===== src/rtl/am_detector_pkg.sv =====
// Shared constants and types for the AM detector stages.
package am_detector_pkg;

    localparam int SAMPLE_W_DEF   = 14;
    localparam int LOG2_DECIM_MIN = 0;
    localparam int LOG2_DECIM_MAX = 8;
    localparam int DC_SHIFT_MIN   = 1;
    localparam int DC_SHIFT_MAX   = 12;

    typedef logic signed [SAMPLE_W_DEF:0] env_word_t;

    function automatic bit cfg_legal(input int log2_decim, input int dc_shift);
        return (log2_decim >= LOG2_DECIM_MIN) && (log2_decim <= LOG2_DECIM_MAX) &&
               (dc_shift >= DC_SHIFT_MIN) && (dc_shift <= DC_SHIFT_MAX);
    endfunction

endpackage


===== src/rtl/am_boxcar_decim.sv =====
// Boxcar accumulator: sums 2^LOG2_DECIM magnitudes and emits their truncated mean.
module am_boxcar_decim
    import am_detector_pkg::*;
#(
    parameter int SAMPLE_W   = SAMPLE_W_DEF,
    parameter int LOG2_DECIM = 4
) (
    input  logic                clk,
    input  logic                reset,
    input  logic                i_mag_valid,
    input  logic [SAMPLE_W-1:0] i_mag,
    output logic                o_mean_valid,
    output logic [SAMPLE_W-1:0] o_mean
);

    localparam int ACC_W = SAMPLE_W + LOG2_DECIM;
    localparam int CNT_W = (LOG2_DECIM > 0) ? LOG2_DECIM : 1;
    localparam logic [CNT_W-1:0] CNT_LAST = CNT_W'((1 << LOG2_DECIM) - 1);

    logic [ACC_W-1:0]    r_acc;
    logic [CNT_W-1:0]    r_cnt;
    logic [SAMPLE_W-1:0] r_mean;
    logic                r_mean_vld;
    logic [ACC_W-1:0]    w_sum;
    logic                w_last;

    // Running sum including the current sample; cannot overflow ACC_W.
    always_comb begin
        w_sum  = r_acc + ACC_W'(i_mag);
        w_last = (r_cnt == CNT_LAST);
    end

    // Accumulate, and on the block's last sample publish the mean and restart.
    always_ff @(posedge clk) begin
        if (reset) begin
            r_acc      <= {ACC_W{1'b0}};
            r_cnt      <= {CNT_W{1'b0}};
            r_mean     <= {SAMPLE_W{1'b0}};
            r_mean_vld <= 1'b0;
        end else if (i_mag_valid) begin
            if (w_last) begin
                r_acc      <= {ACC_W{1'b0}};
                r_cnt      <= {CNT_W{1'b0}};
                r_mean     <= w_sum[ACC_W-1:LOG2_DECIM];
                r_mean_vld <= 1'b1;
            end else begin
                r_acc      <= w_sum;
                r_cnt      <= r_cnt + CNT_W'(1);
                r_mean_vld <= 1'b0;
            end
        end else begin
            r_mean_vld <= 1'b0;
        end
    end

    assign o_mean_valid = r_mean_vld;
    assign o_mean       = r_mean;

endmodule


===== src/rtl/am_envelope_decim.sv =====
// AM envelope detector: rectify, boxcar-decimate, optional DC removal, valid/ready output.
// Optional DC tracker enabled by defining AM_DC_BLOCK_EN.
module am_envelope_decim
    import am_detector_pkg::*;
#(
    parameter int SAMPLE_W   = SAMPLE_W_DEF,
    parameter int LOG2_DECIM = 4,
    parameter int DC_SHIFT   = 6
) (
    input  logic                       clk,
    input  logic                       reset,
    input  logic signed [SAMPLE_W-1:0] in_data,
    input  logic                       in_valid,
    output logic signed [SAMPLE_W:0]   env_out,
    output logic                       env_valid,
    input  logic                       env_ready,
    output logic                       ovf
);

    if (!cfg_legal(LOG2_DECIM, DC_SHIFT)) begin : g_cfg_illegal
        $error("am_envelope_decim: LOG2_DECIM or DC_SHIFT out of range");
    end

    logic [SAMPLE_W-1:0] w_in_u;
    logic [SAMPLE_W-1:0] w_mag;
    logic [SAMPLE_W-1:0] r_mag;
    logic                r_mag_vld;
    logic [SAMPLE_W-1:0] w_mean;
    logic                w_mean_vld;
    logic signed [SAMPLE_W:0] w_res;
    logic                w_res_vld;
    logic signed [SAMPLE_W:0] r_env;
    logic                r_env_vld;
    logic                r_ovf;

    // Full-wave rectifier; the most negative input maps exactly onto 2^(SAMPLE_W-1).
    always_comb begin
        w_in_u = in_data;
        if (w_in_u[SAMPLE_W-1]) begin
            w_mag = ~w_in_u + {{(SAMPLE_W-1){1'b0}}, 1'b1};
        end else begin
            w_mag = w_in_u;
        end
    end

    // Stage 1: registered magnitude with its valid.
    always_ff @(posedge clk) begin
        if (reset) begin
            r_mag     <= {SAMPLE_W{1'b0}};
            r_mag_vld <= 1'b0;
        end else begin
            r_mag     <= w_mag;
            r_mag_vld <= in_valid;
        end
    end

    am_boxcar_decim #(
        .SAMPLE_W   (SAMPLE_W),
        .LOG2_DECIM (LOG2_DECIM)
    ) u_boxcar (
        .clk          (clk),
        .reset        (reset),
        .i_mag_valid  (r_mag_vld),
        .i_mag        (r_mag),
        .o_mean_valid (w_mean_vld),
        .o_mean       (w_mean)
    );

`ifdef AM_DC_BLOCK_EN
    localparam int DC_W = SAMPLE_W + 1 + DC_SHIFT;

    logic signed [DC_W-1:0]   r_dc_acc;
    logic signed [SAMPLE_W:0] r_dc_y;
    logic                     r_dc_vld;
    logic signed [SAMPLE_W:0] w_mean_ext;
    logic signed [SAMPLE_W:0] w_y;

    // The upper slice of dc_acc is dc_acc >>> DC_SHIFT and always fits SAMPLE_W+1 bits.
    always_comb begin
        w_mean_ext = {1'b0, w_mean};
        w_y        = w_mean_ext - r_dc_acc[DC_W-1:DC_SHIFT];
    end

    // DC tracker stage: updates only when a mean is produced.
    always_ff @(posedge clk) begin
        if (reset) begin
            r_dc_acc <= {DC_W{1'b0}};
            r_dc_y   <= {(SAMPLE_W+1){1'b0}};
            r_dc_vld <= 1'b0;
        end else if (w_mean_vld) begin
            r_dc_acc <= r_dc_acc + {{DC_SHIFT{w_y[SAMPLE_W]}}, w_y};
            r_dc_y   <= w_y;
            r_dc_vld <= 1'b1;
        end else begin
            r_dc_vld <= 1'b0;
        end
    end

    assign w_res     = r_dc_y;
    assign w_res_vld = r_dc_vld;
`else
    assign w_res     = {1'b0, w_mean};
    assign w_res_vld = w_mean_vld;
`endif

    // Output holding register: a result arriving while a stalled one is held is dropped.
    always_ff @(posedge clk) begin
        if (reset) begin
            r_env     <= {(SAMPLE_W+1){1'b0}};
            r_env_vld <= 1'b0;
            r_ovf     <= 1'b0;
        end else if (w_res_vld && r_env_vld && !env_ready) begin
            r_ovf <= 1'b1;
        end else if (w_res_vld) begin
            r_env     <= w_res;
            r_env_vld <= 1'b1;
        end else if (r_env_vld && env_ready) begin
            r_env_vld <= 1'b0;
        end else begin
            r_env_vld <= r_env_vld;
        end
    end

    assign env_out   = r_env;
    assign env_valid = r_env_vld;
    assign ovf       = r_ovf;

endmodule


===== config.mk =====
export PLATFORM = sky130hd
export DESIGN_NAME = am_envelope_decim
export DESIGN_NICKNAME = d
export VERILOG_FILES = /design/src/rtl/am_detector_pkg.sv /design/src/rtl/am_boxcar_decim.sv /design/src/rtl/am_envelope_decim.sv
export SDC_FILE = /design/constraint.sdc
export NUM_CORES = 1
export LEC_CHECK = 0
export ABC_AREA = 1
export CAP_MARGIN = 20
export CELL_PAD_IN_SITES_DETAIL_PLACEMENT = 0
export CELL_PAD_IN_SITES_GLOBAL_PLACEMENT = 1
export CORE_ASPECT_RATIO = 1.5
export CORE_MARGIN = 3
export CORE_UTILIZATION = 44
export DETAILED_ROUTE_END_ITERATION = 6
export PLACE_DENSITY_LB_ADDON = 0.15
export SLEW_MARGIN = 20
export SYNTH_ARGS = -nofsm -noshare
export SYNTH_HDL_FRONTEND = slang
export SYNTH_SLANG_ARGS = --single-unit

===== constraint.sdc =====
create_clock -name clk -period 5.35 [get_ports clk]
set_clock_uncertainty 0.1 [all_clocks]
set_input_delay 1.07 -clock clk [delete_from_list [all_inputs] [get_ports clk]]
set_output_delay 1.07 -clock clk [all_outputs]
set_load 0.01 [all_outputs]

# After elaboration in Yosys (flattened, before gate mapping)
# Cells that the tools add are included.
# word_totals
inputBits	18
reg_bits	68
wordCells	34
out_inout_bits	17
# op_classes
bitwise	4
n_reduce_logical	10
n_mux	6
n_eq_ne	1
n_addsub	3
# ops
operator	count
$add 18x14->18	1
$mux 18	1
$add 14x1->14 const B	1
$not 14->14	1
$mux 13	1
$reduce_and 2->1	3
$add 4x1->4 const B	1
$eq 4x4->1 const B	1
$mux 4	1
$reduce_or 2->1	2
$logic_and 1x1->1	3
$mux 1	3
$not 1->1	3
$reduce_bool 2->1	1
$logic_not 1->1	1

# Logic depth before layout (Yosys ltp)
# Gate-level depths: netlist (run 1).
# depth
depth_word	4
mapped_depth	12
depth_no_buf	12

# Modules after synthesis
# A second synthesis (run 1) with hierarchy kept.
# unflattened
hier_cells	496
area_unflattened_um2	3487.1
# modules_own_cells
mod	seq_area_each_um2	area_each_um2	cells_per_inst	n_inst
am_boxcar_decim	740.7	2220.9	328	1
am_envelope_decim	620.6	1266.2	168	1

# Least setup slack after synthesis (run 1)
# OpenSTA, ideal clock, no wires.
# synth_path
kind	input-to-reg
from	input in_data[0]
to	register r_mag[10]
required_time_ns	5.131
setup_ns	0.119
setup_slack_ns	3.162
path_buffers	0
stages	7
arrival_ns	1.969
path_cell_list	inv_1 ha_1 nand4_1 o21ai_0 nand2_1 o21ai_0 a21oi_1
# synth_via
elab_chain_len	3
# synth_rtl
item	line_no	text
start: declaration	am_envelope_decim.sv:12	input logic signed [SAMPLE_W-1:0] in_data,
$not 14->14	am_envelope_decim.sv:40	w_mag = ~w_in_u + {{(SAMPLE_W-1){1'b0}}, 1'b1};
$add 14x1->14	am_envelope_decim.sv:40	
$mux 13	am_envelope_decim.sv:39	if (w_in_u[SAMPLE_W-1]) begin
end signal: assignment	am_envelope_decim.sv:49	r_mag <= {SAMPLE_W{1'b0}};
end signal: assignment	am_envelope_decim.sv:52	r_mag <= w_mag;
end: declaration	am_envelope_decim.sv:26	logic [SAMPLE_W-1:0] r_mag;
# Every way passes these cells.
# A chain may end at the register's enable or synchronous reset.

==> results of run 1 <==
[power by group through the flow]
| stage | registers [mW] | logic (mW) | clock network [mW] |
|---|---|---|---|
| after floorplan | 0.537 | 0.0792 | 0 |
| after global placement | 0.539 | 0.115 | 0 |
| after detailed placement | 0.539 | 0.116 | 0 |
| after CTS | 0.527 | 0.117 | 0.524 |
| after global routing | 0.529 | 0.131 | 0.547 |
| final | 0.528 | 0.115 | 0.512 |
[cells in the mapped netlist (3+ instances only)]
cell and count:
sky130_fd_sc_hd__nor3_1 5, sky130_fd_sc_hd__xor2_1 4, sky130_fd_sc_hd__nand3b_1 7, sky130_fd_sc_hd__dfxtp_1 68, sky130_fd_sc_hd__nand2_1 127, sky130_fd_sc_hd__ha_1 16
sky130_fd_sc_hd__o21ai_0 35, sky130_fd_sc_hd__nand3_1 32, sky130_fd_sc_hd__clkbuf_1 10, sky130_fd_sc_hd__a21oi_1 46, sky130_fd_sc_hd__inv_1 45, sky130_fd_sc_hd__buf_2 3
sky130_fd_sc_hd__nor2_1 59
[critical path, delay by kind of cell]
| kind | cells | cell delay, ns |
|---|---|---|
| and+or+nand+nor | 2 | 0.37 |
| AOI/OAI and AO/OA | 1 | 0.08 |
| buffers and inverters | 3 | 1.82 |
[sequential cells by signal, indices dropped and copies added (netlist names)]
| signal | cells |
|---|---|
| r_mag_vld | 1 |
| u_boxcar.r_cnt | 4 |
| ovf | 1 |
| u_boxcar.o_mean | 14 |
| r_mag | 14 |
| u_boxcar.r_acc | 18 |
| env_out | 14 |
| u_boxcar.o_mean_valid | 1 |
| env_valid | 1 |
[cells in the final DEF, fill, tap and decap left out, drive strengths merged, types with 4 or more instances in the layout]
| cell type | count |
|---|---|
| clkdlybuf4s50 | 33 |
| nand3b | 8 |
| o21ai | 36 |
| or2 | 4 |
| nand3 | 33 |
| ha | 16 |
| nor2 | 59 |
| dfxtp | 68 |
| xor2 | 4 |
| inv | 47 |
| clkbuf | 10 |
| nor3 | 5 |
| nand2 | 128 |
| a21oi | 48 |
[per-layer routing]
layer | global-route usage [%] | part of all wire, % | vias up | wire [microns]
met5 | 0 | 0 | - | 0
met2 | 37.1 | 51 | 67 | 4170
met4 | 14.0 | 6.5 | 0 | 537
li1 | - | - | 1633 | -
met1 | 20.5 | 39 | 1386 | 3220
met3 | 4.86 | 3.6 | 31 | 298
[how the worst min path moves through the flow]
| stage | start | end |
|---|---|---|
| finish | u_boxcar.o_mean[11] | u_boxcar.o_mean[11] |
| global route | u_boxcar.o_mean[6] | env_out[6] |
| CTS | u_boxcar.o_mean[2] | env_out[2] |
| detailed placement | u_boxcar.o_mean[11] | u_boxcar.o_mean[11] |
| global placement | u_boxcar.o_mean[11] | u_boxcar.o_mean[11] |
| floorplan | u_boxcar.o_mean[4] | u_boxcar.o_mean[4] |
[cells by family (layout without fill, tap and decap cells)]
group / Yosys count / after routing / share of synthesized area [%]
AOI/OAI and AO/OA: 90 / 90 / 14.1
xor gates and xnor gates: 5 / 5 / 1.30
adders and majority gates: 17 / 17 / 6.55
buffers and inverters: 63 / 97 / 7.37
DFF: 68 / 68 / 40.5
other: 1 / 1 / 0.112
and+or+nand+nor: 241 / 241 / 30.1
[through the flow]
step           hold WS [ns]  utilization, %
3_5_place_dp          0.335            51.2
3_3_place_gp          0.334            51.2
6_report              0.351            54.5
5_1_grt               0.379            54.5
4_1_cts               0.348            54.5
2_1_floorplan         0.321               -
[cell type report]
type                       instances  area [sq um]
clock buffer                      10           128
clock inverter                     6           111
fill                             763          3330
inverter                          48           180
multi-input combinational        354          1750
sequential                        68          1360
tap                              100           125
timing repair buffer              33           330
==> results, run 1 <==
- The clock-pin slew on the worst setup and hold paths is 0.07 ns.
- The synthesized design contains 0 enable-type register cells.
- The area of the mapped netlist is about 0.0034 sq mm.
- The number of unique standard cell types used by synthesis is 34.
- Compared with the post-synthesis result, the final layout area differs by 18.6%.
- The die outline area is just under 0.009 sq mm.
- The number of clock sinks is 68.
- The highest clock rate is 311 MHz.
- The master of the slowest instance on the critical path is sky130_fd_sc_hd__clkdlybuf4s50_1.
- The average footprint of a synthesized cell is 6.93 sq um.
- The most common flop cell mapped by yosys is sky130_fd_sc_hd__dfxtp_1.
- After layout, the worst path uses 60.2% of the clock period.
- The biggest area contributor in the post-synthesis netlist is sky130_fd_sc_hd__dfxtp_1.
- Summed over all cells, the static leakage comes to 1.77 nW.
- The post-layout total power is between 1 and 1.5 mW.
- In this run the power spent charging and discharging nets is 0.280 mW.
- The vias per cell is 5.04.
- The post-synthesis async set-or-reset flop share is 0%.
- For this run, the post-layout net count is 549.
- The die span in y is approximately 110 microns.
- The count of nets left with antenna violations once routing finished came out at 0.
- The number of antenna diodes in the final layout is 0.
- The overall die width is 77.4 microns.
- The summed negative setup slack over all endpoints is 0 ns.
- The number of buffers created by CTS is 9.
- The smallest clock period supported by the final layout is computed as 3.22 ns.
- The longest clock path from root to sink contains 2 buffers.
- Across every metal layer, demand over resource in global routing totals 20.5%.
- The wire length per cell is around 13 microns.
- The routed layout has 3117 vias.
- The aggregate routed wire length is 8230 microns.
- STA puts the critical path data required time at 5.48 ns.
- The finished layout holds around 620 standard cells, fillers aside.
- By startpoint and endpoint, the worst setup path is classified as in -> reg.
- The endpoint identified for the worst register-to-register timing path is u_boxcar.o_mean[1].
- The CTS tree is built.
- The root cell of the clock tree is sky130_fd_sc_hd__clkbuf_8.
- Internal power comes to 0.875 mW.
- The worst hold path was traced through 2 stages.
- The number of global-route vias before repair is 3067.
- Synthesis inferred just under 70 register bits.
- The overall overflow remaining after global route is 0.
- The initial antenna violation count is 0.
- The quantity of I/O buffers inserted on ports is 33.
- The length in cells of the worst reg-to-reg path is 5.
- The count of endpoints failing hold in the final timing report is 0.
- Once placement finished, the instance area stood at 0.00375 sq mm.
- The sequential share of power is a little under half.
- The number of pins with negative max-slew slack in the final report was 0.
- The post-CTS resize count is 0.
- The later pin in the worst-skew pair is clocked with a latency of 0.35 ns.
- The number of standard-cell rows in the floorplan is 38.
- For the pin with the worst max-slew slack, the measured transition is 1.10 ns.
- The worst slack at placement is approximately 1.7 ns.
- In this run the critical register-to-register path is launched from r_mag_vld.
- The class of the most critical hold timing path is reg -> reg.
- The start point of the critical path is reset.
- The signal on the critical path passes through clkdlybuf4s50_1 -> inv_2 -> nand2_1 -> inv_1 -> nand3_1 -> o21ai_0.
- Counting every instance in the synthesized netlist gives 485.
- Across all register-to-register paths, the minimum setup slack is 3.10 ns.
- After synthesis, the cell types taking the most area are sky130_fd_sc_hd__dfxtp_1 40%, sky130_fd_sc_hd__nand2_1 14%, sky130_fd_sc_hd__a21oi_1 6.8%.
- Once placement completed, the tool counted placed cells totaling 603.
- Once routing completed, OpenROAD measured the worst setup slack at 2.13 ns.
- For this run, the slowest stage of the critical path takes 1.20 ns.
- Data arrives at the worst endpoint at 3.35 ns.
- The flow ran to the end, and the final reports show no timing, DRC or antenna violations.
- The first detailed-routing pass ran for 4 iterations.
- The first global-routing pass estimated 13900 microns of wire.
- The core region is 0.00732 sq mm.
- With fillers left out, the area of the finished cells amounts to 0.00399 sq mm.
- During synthesis, Yosys emitted a total of 0 warnings.
- Setup violations remaining at the end of the flow were counted as 0.
- Once the clock tree was built, the setup fixing pass inserted 0 buffers.
- Across the run, the number of max-cap violations was 0.
- Of all nets on the critical path, the largest fanout is 29.
- For this configuration, the core starts out at a cell density of 45.9%.
- For this design the top-level I/O count stands at 35.
- The most critical setup path has its endpoint at u_boxcar.o_mean[6].
- Sequential cells were found to cover between 40% and 50% of the synthesized design area.
- Summed over its instances, the top area cell type makes up 40.5% of the synthesized netlist area.
- The sort of element at the start of the critical path is an input port.
- Entering global routing, the biggest net connects 30 pins.
- The proportion of layout cells with a drive suffix above 1 is 4.62%.
- The share of total power dissipated in combinational logic is roughly 10%.
- The HPWL after detailed placement is 6340 microns.
- The number of DRC markers after the initial detailed-route iteration is 127.
- The synthesized netlist net count is 520.
- After clock tree synthesis, the flow added hold-fix buffers numbering 0.
- The number of H-tree levels is 3.
- In this run, the clock network consumes 44.3% of the power.
- In this run the power density over the cells is 289 mW/mm^2.
- Setup repair after global routing left no endpoint under its margin.
- The proportion of total power due to net switching is 24.2%.
- The maximum VDD drop is 0.171 mV.
- The final weighted congestion of routability-driven global placement is ~0.87.
- The endpoint class of the critical path is a register.
- The worst slew margin relative to its limit is 26.1%.
- The DRC violation count after routing is 0.
No activity file was read; power rests on OpenSTA's default activity.
==> run 2: changes to the inputs <==
--- a/config.mk
+++ b/config.mk
@@ -11,7 +11,7 @@
 export CELL_PAD_IN_SITES_GLOBAL_PLACEMENT = 1
 export CORE_ASPECT_RATIO = 1.5
 export CORE_MARGIN = 3
-export CORE_UTILIZATION = 44
+export CORE_UTILIZATION = 37
 export DETAILED_ROUTE_END_ITERATION = 6
 export PLACE_DENSITY_LB_ADDON = 0.15
 export SLEW_MARGIN = 20
==> constraint.sdc (replaced) <==
create_clock -name clk -period 2.9 [get_ports clk]
set_clock_uncertainty 0.1 [all_clocks]
set_input_delay 0.58 -clock clk [delete_from_list [all_inputs] [get_ports clk]]
set_output_delay 0.58 -clock clk [all_outputs]
set_load 0.01 [all_outputs]
==> run 2 against run 1 <==
  * Die area up 18%
  * Total power is 100% higher
  * Hold slack about the same
  * Utilization is 8.0 points lower
  * Largest power group is now clock
==> results, run 2 (same netlist as run 1, synthesis figures left out) <==
- The effective utilization at floorplan is 38.1% (was 45.9%).
- The class of the most critical hold timing path is reg -> reg (unchanged).
- The endpoint of the worst hold path is u_boxcar.o_mean[8] (was u_boxcar.o_mean[11]).
- Critical Path, Cell by Cell: clkdlybuf4s50_1 -> inv_1 -> nand2_1 -> nand2_1 -> clkinv_1 -> o21ai_0 -> a21oi_1 (was clkdlybuf4s50_1 -> inv_2 -> nand2_1 -> inv_1 -> nand3_1 -> o21ai_0).
- For this run, the top clock speed supported by timing is 478 MHz.
- The number of maximum-capacitance violations is 0 (unchanged).
- The number of standard-cell rows in the floorplan was 42 (was 38).
- The combined buffer and inverter count along the critical path was 3 (unchanged).
- The number of nets in the layout is 552 (was 549).
- The post-route non-filler standard cell count came to 632 (was 619).
- The pin count of the biggest net entering global routing is 29 (was 30).
- The highest cell delay on the worst timing path was 0.45 ns (was 1.20 ns).
- The number of clock sinks was 68 (unchanged).
- The number of flip-flops in the largest register came to 18 (unchanged).
- The number of pins with negative max-slew slack in the final report is 0 (unchanged).
- The root cell of the clock tree is sky130_fd_sc_hd__clkbuf_16 (was sky130_fd_sc_hd__clkbuf_8).
- The number of DRC markers after the initial detailed-route iteration is 126 (was 127).
- The overall die width is 83.8 microns (was 77.4 microns).
- The worst slew margin relative to its limit was 55.5% (was 26.1%).
- The register bank with the most flops is u_boxcar.r_acc (unchanged).
- The number of global-route vias before repair is 2985 (was 3067).
- The total via count after detailed routing is 3103 (was 3117).
- The number of buffers created by CTS was 9 (unchanged).
- The count of TritonRoute iterations in the first routing pass is 5 (was 4).
- The required time at the worst-slack endpoint is 3.01 ns (was 5.48 ns).
- The aggregate routed wire length is 8440 microns (was 8230 microns).
- Commonest non-fill, non-tap cells in the layout: 127 x sky130_fd_sc_hd__nand2_1, 68 x sky130_fd_sc_hd__dfxtp_1, 59 x sky130_fd_sc_hd__nor2_1 (unchanged).
- The area added between synthesis and finish was 22.1% (was 18.6%).
- The leading cell type in the layout, fill and taps excluded is sky130_fd_sc_hd__nand2_1 (unchanged).
- The total leakage power was 1.82 nW (was 1.77 nW).
- The die outline area is 0.0103 sq mm (was 0.00875 sq mm).
- The post-layout total power is 2.35 mW (was 1.15 mW).
- The instance count along the most critical hold path came to 2 (unchanged).
- The DRC violation count after routing was 0 (unchanged).
- The startpoint of the tightest hold check path was u_boxcar.o_mean[8] (was u_boxcar.o_mean[11]).
- The part of the cycle the worst path needs is 72.1%.
- The vias per cell is 4.91 (was 5.04).
- The shortest clock period the worst path allows after layout is 2.09 ns.
- The maximum root-to-sink buffer count is 2 (unchanged).
- The length in cells of the worst reg-to-reg path was 9 (was 5).
- The startpoint of the worst register-to-register path is r_mag[0] (was r_mag_vld).
- The transition at the pin with the smallest max-transition slack is 0.665 ns (was 1.10 ns).
- The wire length per cell is 13.3 microns (about the same).
- The initial antenna violation count was 0 (unchanged).
- The overall fraction of global-route tracks in use is 17.0% (was 20.5%).
- The number of H-tree levels was 3 (unchanged).
- The die span in y is 123 microns (was 113 microns).
- The summed negative setup slack over all endpoints is 0 ns (unchanged).
- The count of antenna diodes in the layout came to 0 (unchanged).
- The number of setup violations in the final report is 0 (unchanged).
- The top cell family by delay on the critical path is buffers and inverters (unchanged).
- The number of top-level pins was 35 (unchanged).
- The maximum VDD drop is 0.343 mV (was 0.171 mV).
- The critical path class is in -> reg (unchanged).
- The power density over the cells is 573 mW/mm^2 (was 289 mW/mm^2).
- The largest fanout on the critical path was 18 (was 29).
- The number of post-CTS setup repair buffers is 0 (unchanged).
- The final hold slack is 0.351 ns (about the same).
- The overall overflow remaining after global route is 0 (unchanged).
- The clock insertion delay at the later pin of the skew report is 0.33 ns (was 0.35 ns).
- The proportion of layout cells with a drive suffix above 1 is 4.98% (was 4.62%).
- The cell that appears most often on the critical path is sky130_fd_sc_hd__nand2_1.
- Setup repair after global routing missed its margin: no (unchanged).
- Result of the run: finished, final reports clean (unchanged).
- The post-CTS resize count was 0 (unchanged).
- The minimum setup slack among reg-to-reg paths came to 0.88 ns (was 3.10 ns).
- The total core area is 0.00883 sq mm (was 0.00732 sq mm).
- The number of instances in the placed design is 616 (was 603).
- The wire length of the first global-routing pass is 13800 microns (was 13900 microns).
- The arrival time of data at the critical path endpoint is 2.20 ns (was 3.35 ns).
- The CTS tree is built (unchanged).
- The count of nets left with antenna violations after detail routing was 0 (unchanged).
- The final weighted congestion of routability-driven global placement is 0.872 (was 0.869).
- The endpoint class of the critical path is a register (unchanged).
- The quantity of I/O buffers inserted on ports is 33 (unchanged).
- The master of the slowest instance on the critical path was sky130_fd_sc_hd__clkinv_1 (was sky130_fd_sc_hd__clkdlybuf4s50_1).
- The HPWL after detailed placement came to 6470 microns (was 6340 microns).
- The number of buffers inserted for hold repair after clock tree synthesis was 0 (unchanged).
- The sort of element at the start of the critical path is an input port (unchanged).
- The clock-pin slew on the worst setup and hold paths was 0.06 ns (was 0.07 ns).
- The terminus of the critical flop-to-flop path is u_boxcar.r_acc[8] (was u_boxcar.o_mean[1]).
- The count of endpoints failing hold in the final timing report was 0 (unchanged).
run 2: cell count changes in the layout (fill, tap and decap cells not counted), sizes merged:
cell,delta
buf,+3
bufinv,-1
clkbuf,+1
clkinv,+2
clkinvlp,-1
inv,-1
run 2: cell type report:
type / count / area [sq um]
well taps: 110 / 138
multi-input cells: 354 / 1750
fillers: 883 / 4720
inverters: 48 / 180
clock inverters: 5 / 86.3
repair buffers: 36 / 353
clock buffers: 11 / 233
flip-flops and latches: 68 / 1360
run 2: layer usage:
layer / vias up / share of wire, % / track usage, %
li1: 1652 / - / -
met1: 1392 / 42 / 17.9
met2: 49 / 54 / 33.4
met3: 10 / 2.9 / 2.82
met4: 0 / 1.4 / 6.64
met5: - / 0 / 0
run 2: stage by stage:
stage / setup WS (ns) / cell area (sq um) / util, %
after global placement: 0.534 / 3790 / 42.9
final: 0.810 / 4110 / 46.5
after global routing: 0.544 / 4110 / 46.5
after CTS: 0.822 / 4110 / 46.5
after floorplan: 1.06 / 3360 / -
after detailed placement: 0.476 / 3790 / 42.9
run 2: worst max path at each step:
stage	from	endpoint	cells after the start
finish	env_ready	env_out[6]	7
global route	env_ready	env_out[6]	7
CTS	env_ready	env_out[2]	7
detailed placement	env_ready	env_out[6]	7
global placement	env_ready	env_out[2]	7
floorplan	r_mag[0]	u_boxcar.r_acc[8]	9
run 2: worst min-delay path, cell delays in order (launching register included):
cell and delay (ns):
sky130_fd_sc_hd__dfxtp_1 0.30, sky130_fd_sc_hd__nand2_1 0.06, sky130_fd_sc_hd__nand2_1 0.04
run 2: power breakdown:
group | internal, mW | switching, mW
registers | 0.960 | 0.0151
clock network | 0.757 | 0.407
logic | 0.0837 | 0.131
==> run 3: changes to the inputs <==
--- a/config.mk
+++ b/config.mk
@@ -11,7 +11,7 @@
 export CELL_PAD_IN_SITES_GLOBAL_PLACEMENT = 1
 export CORE_ASPECT_RATIO = 1.5
 export CORE_MARGIN = 3
-export CORE_UTILIZATION = 37
+export CORE_UTILIZATION = 41
 export DETAILED_ROUTE_END_ITERATION = 6
 export PLACE_DENSITY_LB_ADDON = 0.15
 export SLEW_MARGIN = 20
==> constraint.sdc (replaced) <==
create_clock -name clk -period 2.1 [get_ports clk]
set_clock_uncertainty 0.1 [all_clocks]
set_input_delay 0.42 -clock clk [delete_from_list [all_inputs] [get_ports clk]]
set_output_delay 0.42 -clock clk [all_outputs]
set_load 0.01 [all_outputs]
==> run 3 against run 2 <==
  * Final area grew 1.6%
  * Critical path type is now reg -> reg
  * Flip-flop and latch count is the same
  * Wire length shrank 4.6%
==> results, run 3 (same netlist as run 1, synthesis figures left out) <==
- The instance count along the most critical hold path was 2 (unchanged).
- The number of global-route vias before repair is 3013 (was 2985).
- The register area is 0.00136 sq mm (unchanged).
- The vias per cell is 5.00 (was 4.91).
- The count of endpoints failing hold in the final timing report was 0 (unchanged).
- The length in cells of the worst reg-to-reg path came to 9 (unchanged).
- The count of nets left with antenna violations after detail routing is 0 (unchanged).
- The number of pins with negative max-slew slack in the final report is 0 (unchanged).
- The number of H-tree levels is 3 (unchanged).
- The initial antenna violation count is 0 (unchanged).
- The final cell area excluding filler cells came to 0.00417 sq mm (was 0.00411 sq mm).
- The wire length per cell is 12.8 microns (was 13.3 microns).
- The number of top-level pins is 35 (unchanged).
- The cell area after placement is 0.00384 sq mm (was 0.00379 sq mm).
- The wire length of the first global-routing pass is 13500 microns (was 13800 microns).
- Result of the run: finished, final reports clean (unchanged).
- The post-route non-filler standard cell count is 631 (was 632).
- Commonest non-fill, non-tap cells in the layout: 127 x sky130_fd_sc_hd__nand2_1, 68 x sky130_fd_sc_hd__dfxtp_1, 59 x sky130_fd_sc_hd__nor2_1 (unchanged).
- The area added between synthesis and finish is 24.0% (was 22.1%).
- The HPWL after detailed placement is 6130 microns (was 6470 microns).
- The shortest clock period the worst path allows after layout is between 1.5 and 2 ns.
- The terminus of the critical flop-to-flop path is u_boxcar.o_mean[4] (was u_boxcar.r_acc[8]).
- The total leakage power is 1.86 nW (was 1.82 nW).
- The logic gate share of total power is 9.1% (about the same).
- The sequential share of power is 41.1% (was 41.4%).
- The arrival time of data at the critical path endpoint is 2.03 ns (was 2.20 ns).
- The startpoint of the tightest hold check path is u_boxcar.o_mean[12] (was u_boxcar.o_mean[8]).
- The number of DRC markers after the initial detailed-route iteration is 116 (was 126).
- The number of flip-flops in the largest register is 18 (unchanged).
- The total routed wire length on the met1 layer came to 3250 microns (was 3500 microns).
- The overall die width is 80.0 microns (was 83.8 microns).
- The largest fanout on the critical path is 4 (was 18).
- The net switching power of the design is 0.753 mW (was 0.553 mW).
- The endpoint of the worst hold path is u_boxcar.o_mean[12] (was u_boxcar.o_mean[8]).
- The highest metal layer with signal wires was met4 (unchanged).
- The register bank with the most flops is u_boxcar.r_acc (unchanged).
- The footprint of the multi-input gates is 0.00176 sq mm (was 0.00175 sq mm).
- The fraction of the core area covered by cells at the end of the flow was 53.4% (was 46.5%).
- The overall overflow remaining after global route is 0 (unchanged).
- The maximum VDD drop is 0.679 mV (was 0.343 mV).
- The number of maximum-capacitance violations is 0 (unchanged).
- The effective utilization at floorplan was 43.1% (was 38.1%).
- The sort of element at the start of the critical path is a register (was input port).
- The DRC violation count after routing was 0 (unchanged).
- The overall fraction of global-route tracks in use is 18.7% (was 17.0%).
- The class of the most critical hold timing path is reg -> reg (unchanged).
- The post-route worst setup slack was 0.189 ns (was 0.810 ns).
- The count of antenna diodes in the layout is 0 (unchanged).
- The highest clock rate is 523 MHz.
- The number of clock sinks is 68 (unchanged).
- The sum of met2 wire segment lengths after detailed routing came to 4310 microns (was 4570 microns).
- The aggregate routed wire length is 8050 microns (was 8440 microns).
- The startpoint of the worst register-to-register path is r_mag[0] (unchanged).
- The number of buffers inserted for hold repair after clock tree synthesis is 0 (unchanged).
- The number of setup violations in the final report came to 0 (unchanged).
- The maximum root-to-sink buffer count is 2 (unchanged).
- The worst slack at placement is -0.0691 ns (was 0.476 ns).
- The final weighted congestion of routability-driven global placement is 0.873 (was 0.872).
- The number of standard-cell rows in the floorplan is 39 (was 42).
- The power density over the cells is 785 mW/mm^2 (was 573 mW/mm^2).
- The number of buffers created by CTS is 9 (unchanged).
- The proportion of total power due to net switching is 23.0% (was 23.5%).
- The clock group share of total power is 49.8% (was 49.4%).
- The final hold slack is 0.345 ns (was 0.351 ns).
- The leading cell type in the layout, fill and taps excluded is sky130_fd_sc_hd__nand2_1 (unchanged).
- The die span in y is 117 microns (was 123 microns).
- The amount of wire on met3 after detailed routing is 203 microns (was 243 microns).
- The required time at the worst-slack endpoint is 2.22 ns (was 3.01 ns).
- The CTS tree is built (unchanged).
- The die outline area is 0.00935 sq mm (was 0.0103 sq mm).
- The design internal power is 2.52 mW (was 1.80 mW).
- The summed negative setup slack over all endpoints is 0 ns (unchanged).
- The number of nets in the layout is 559 (was 552).
- The total via count after detailed routing is 3152 (was 3103).
- The minimum setup slack among reg-to-reg paths is 0.19 ns (was 0.88 ns).
- Setup repair after global routing missed its margin: no (unchanged).
- The total core area is 0.00781 sq mm (was 0.00883 sq mm).
- Of the available clock period, the critical path in the final layout requires 91.0%.
- The number of instances in the placed design is 615 (was 616).
- The endpoint class of the critical path is a register (unchanged).
- The clock-pin slew on the worst setup and hold paths is 0.06 ns (about the same).
- The pin count of the biggest net entering global routing is 29 (unchanged).
- The filler cell count in the final layout came to 799 (was 883).
- The count of TritonRoute iterations in the first routing pass is 6 (was 5).
- The critical path class is reg -> reg (was in -> reg).
- The quantity of I/O buffers inserted on ports was 33 (unchanged).
- The post-layout total power is 3.27 mW (was 2.35 mW).
- The root cell of the clock tree is sky130_fd_sc_hd__clkbuf_16 (unchanged).
- The clock insertion delay at the later pin of the skew report is 0.33 ns (about the same).
- The proportion of layout cells with a drive suffix above 1 came to 6.62% (was 4.98%).
==> run 3: timing repair <==
item / 4_1_cts / 5_1_grt
gates resized for setup: 0 / 1
endpoints found under the setup margin: 0 / 3
setup buffers: 0 / 0
==> run 3: layout make-up <==
cell class	count	share of cell area, %
timing repair buffer	43	10.0
clock buffer	11	5.82
clock inverter	5	2.04
sequential	68	32.6
tap	102	3.06
inverter	48	4.32
multi-input combinational	354	42.1
==> run 3: routing by layer <==
layer | vias to the layer above | global-route usage, %
met2 | 46 | 34.8
met5 | - | 0
li1 | 1663 | -
met4 | 0 | 9.58
met3 | 18 | 3.83
met1 | 1425 | 19.6
==> run 3: worst max-delay path by stage <==
stage                      start  cells after the start  slack (ns)                   to
2_1_floorplan           r_mag[0]                      9        0.26    u_boxcar.r_acc[8]
3_3_place_gp          in_data[0]                      8       -0.01            r_mag[12]
3_5_place_dp          in_data[0]                      8       -0.07            r_mag[10]
4_1_cts                 r_mag[0]                      9        0.11   u_boxcar.o_mean[4]
5_1_grt        u_boxcar.r_acc[4]                     10        0.03  u_boxcar.o_mean[13]
6_report                r_mag[0]                      9        0.19   u_boxcar.o_mean[4]
==> run 3: worst max-delay path, stage by stage, from the launching register on <==
cell and delay [ns]:
sky130_fd_sc_hd__dfxtp_1 0.30, sky130_fd_sc_hd__ha_1 0.25, sky130_fd_sc_hd__fa_2 0.37, sky130_fd_sc_hd__inv_1 0.08, sky130_fd_sc_hd__o21ai_2 0.08, sky130_fd_sc_hd__nand2_1 0.09, sky130_fd_sc_hd__nand2_2 0.08, sky130_fd_sc_hd__or2_2 0.29
sky130_fd_sc_hd__nand3_1 0.10, sky130_fd_sc_hd__nand2_1 0.06
==> run 3: power groups by stage <==
stage          sequential [mW]  clock, mW  combinational [mW]
2_1_floorplan             1.37          0               0.202
3_3_place_gp              1.37          0               0.295
3_5_place_dp              1.37          0               0.298
4_1_cts                   1.35       1.67               0.301
5_1_grt                   1.35       1.72               0.338
6_report                  1.35       1.63               0.298
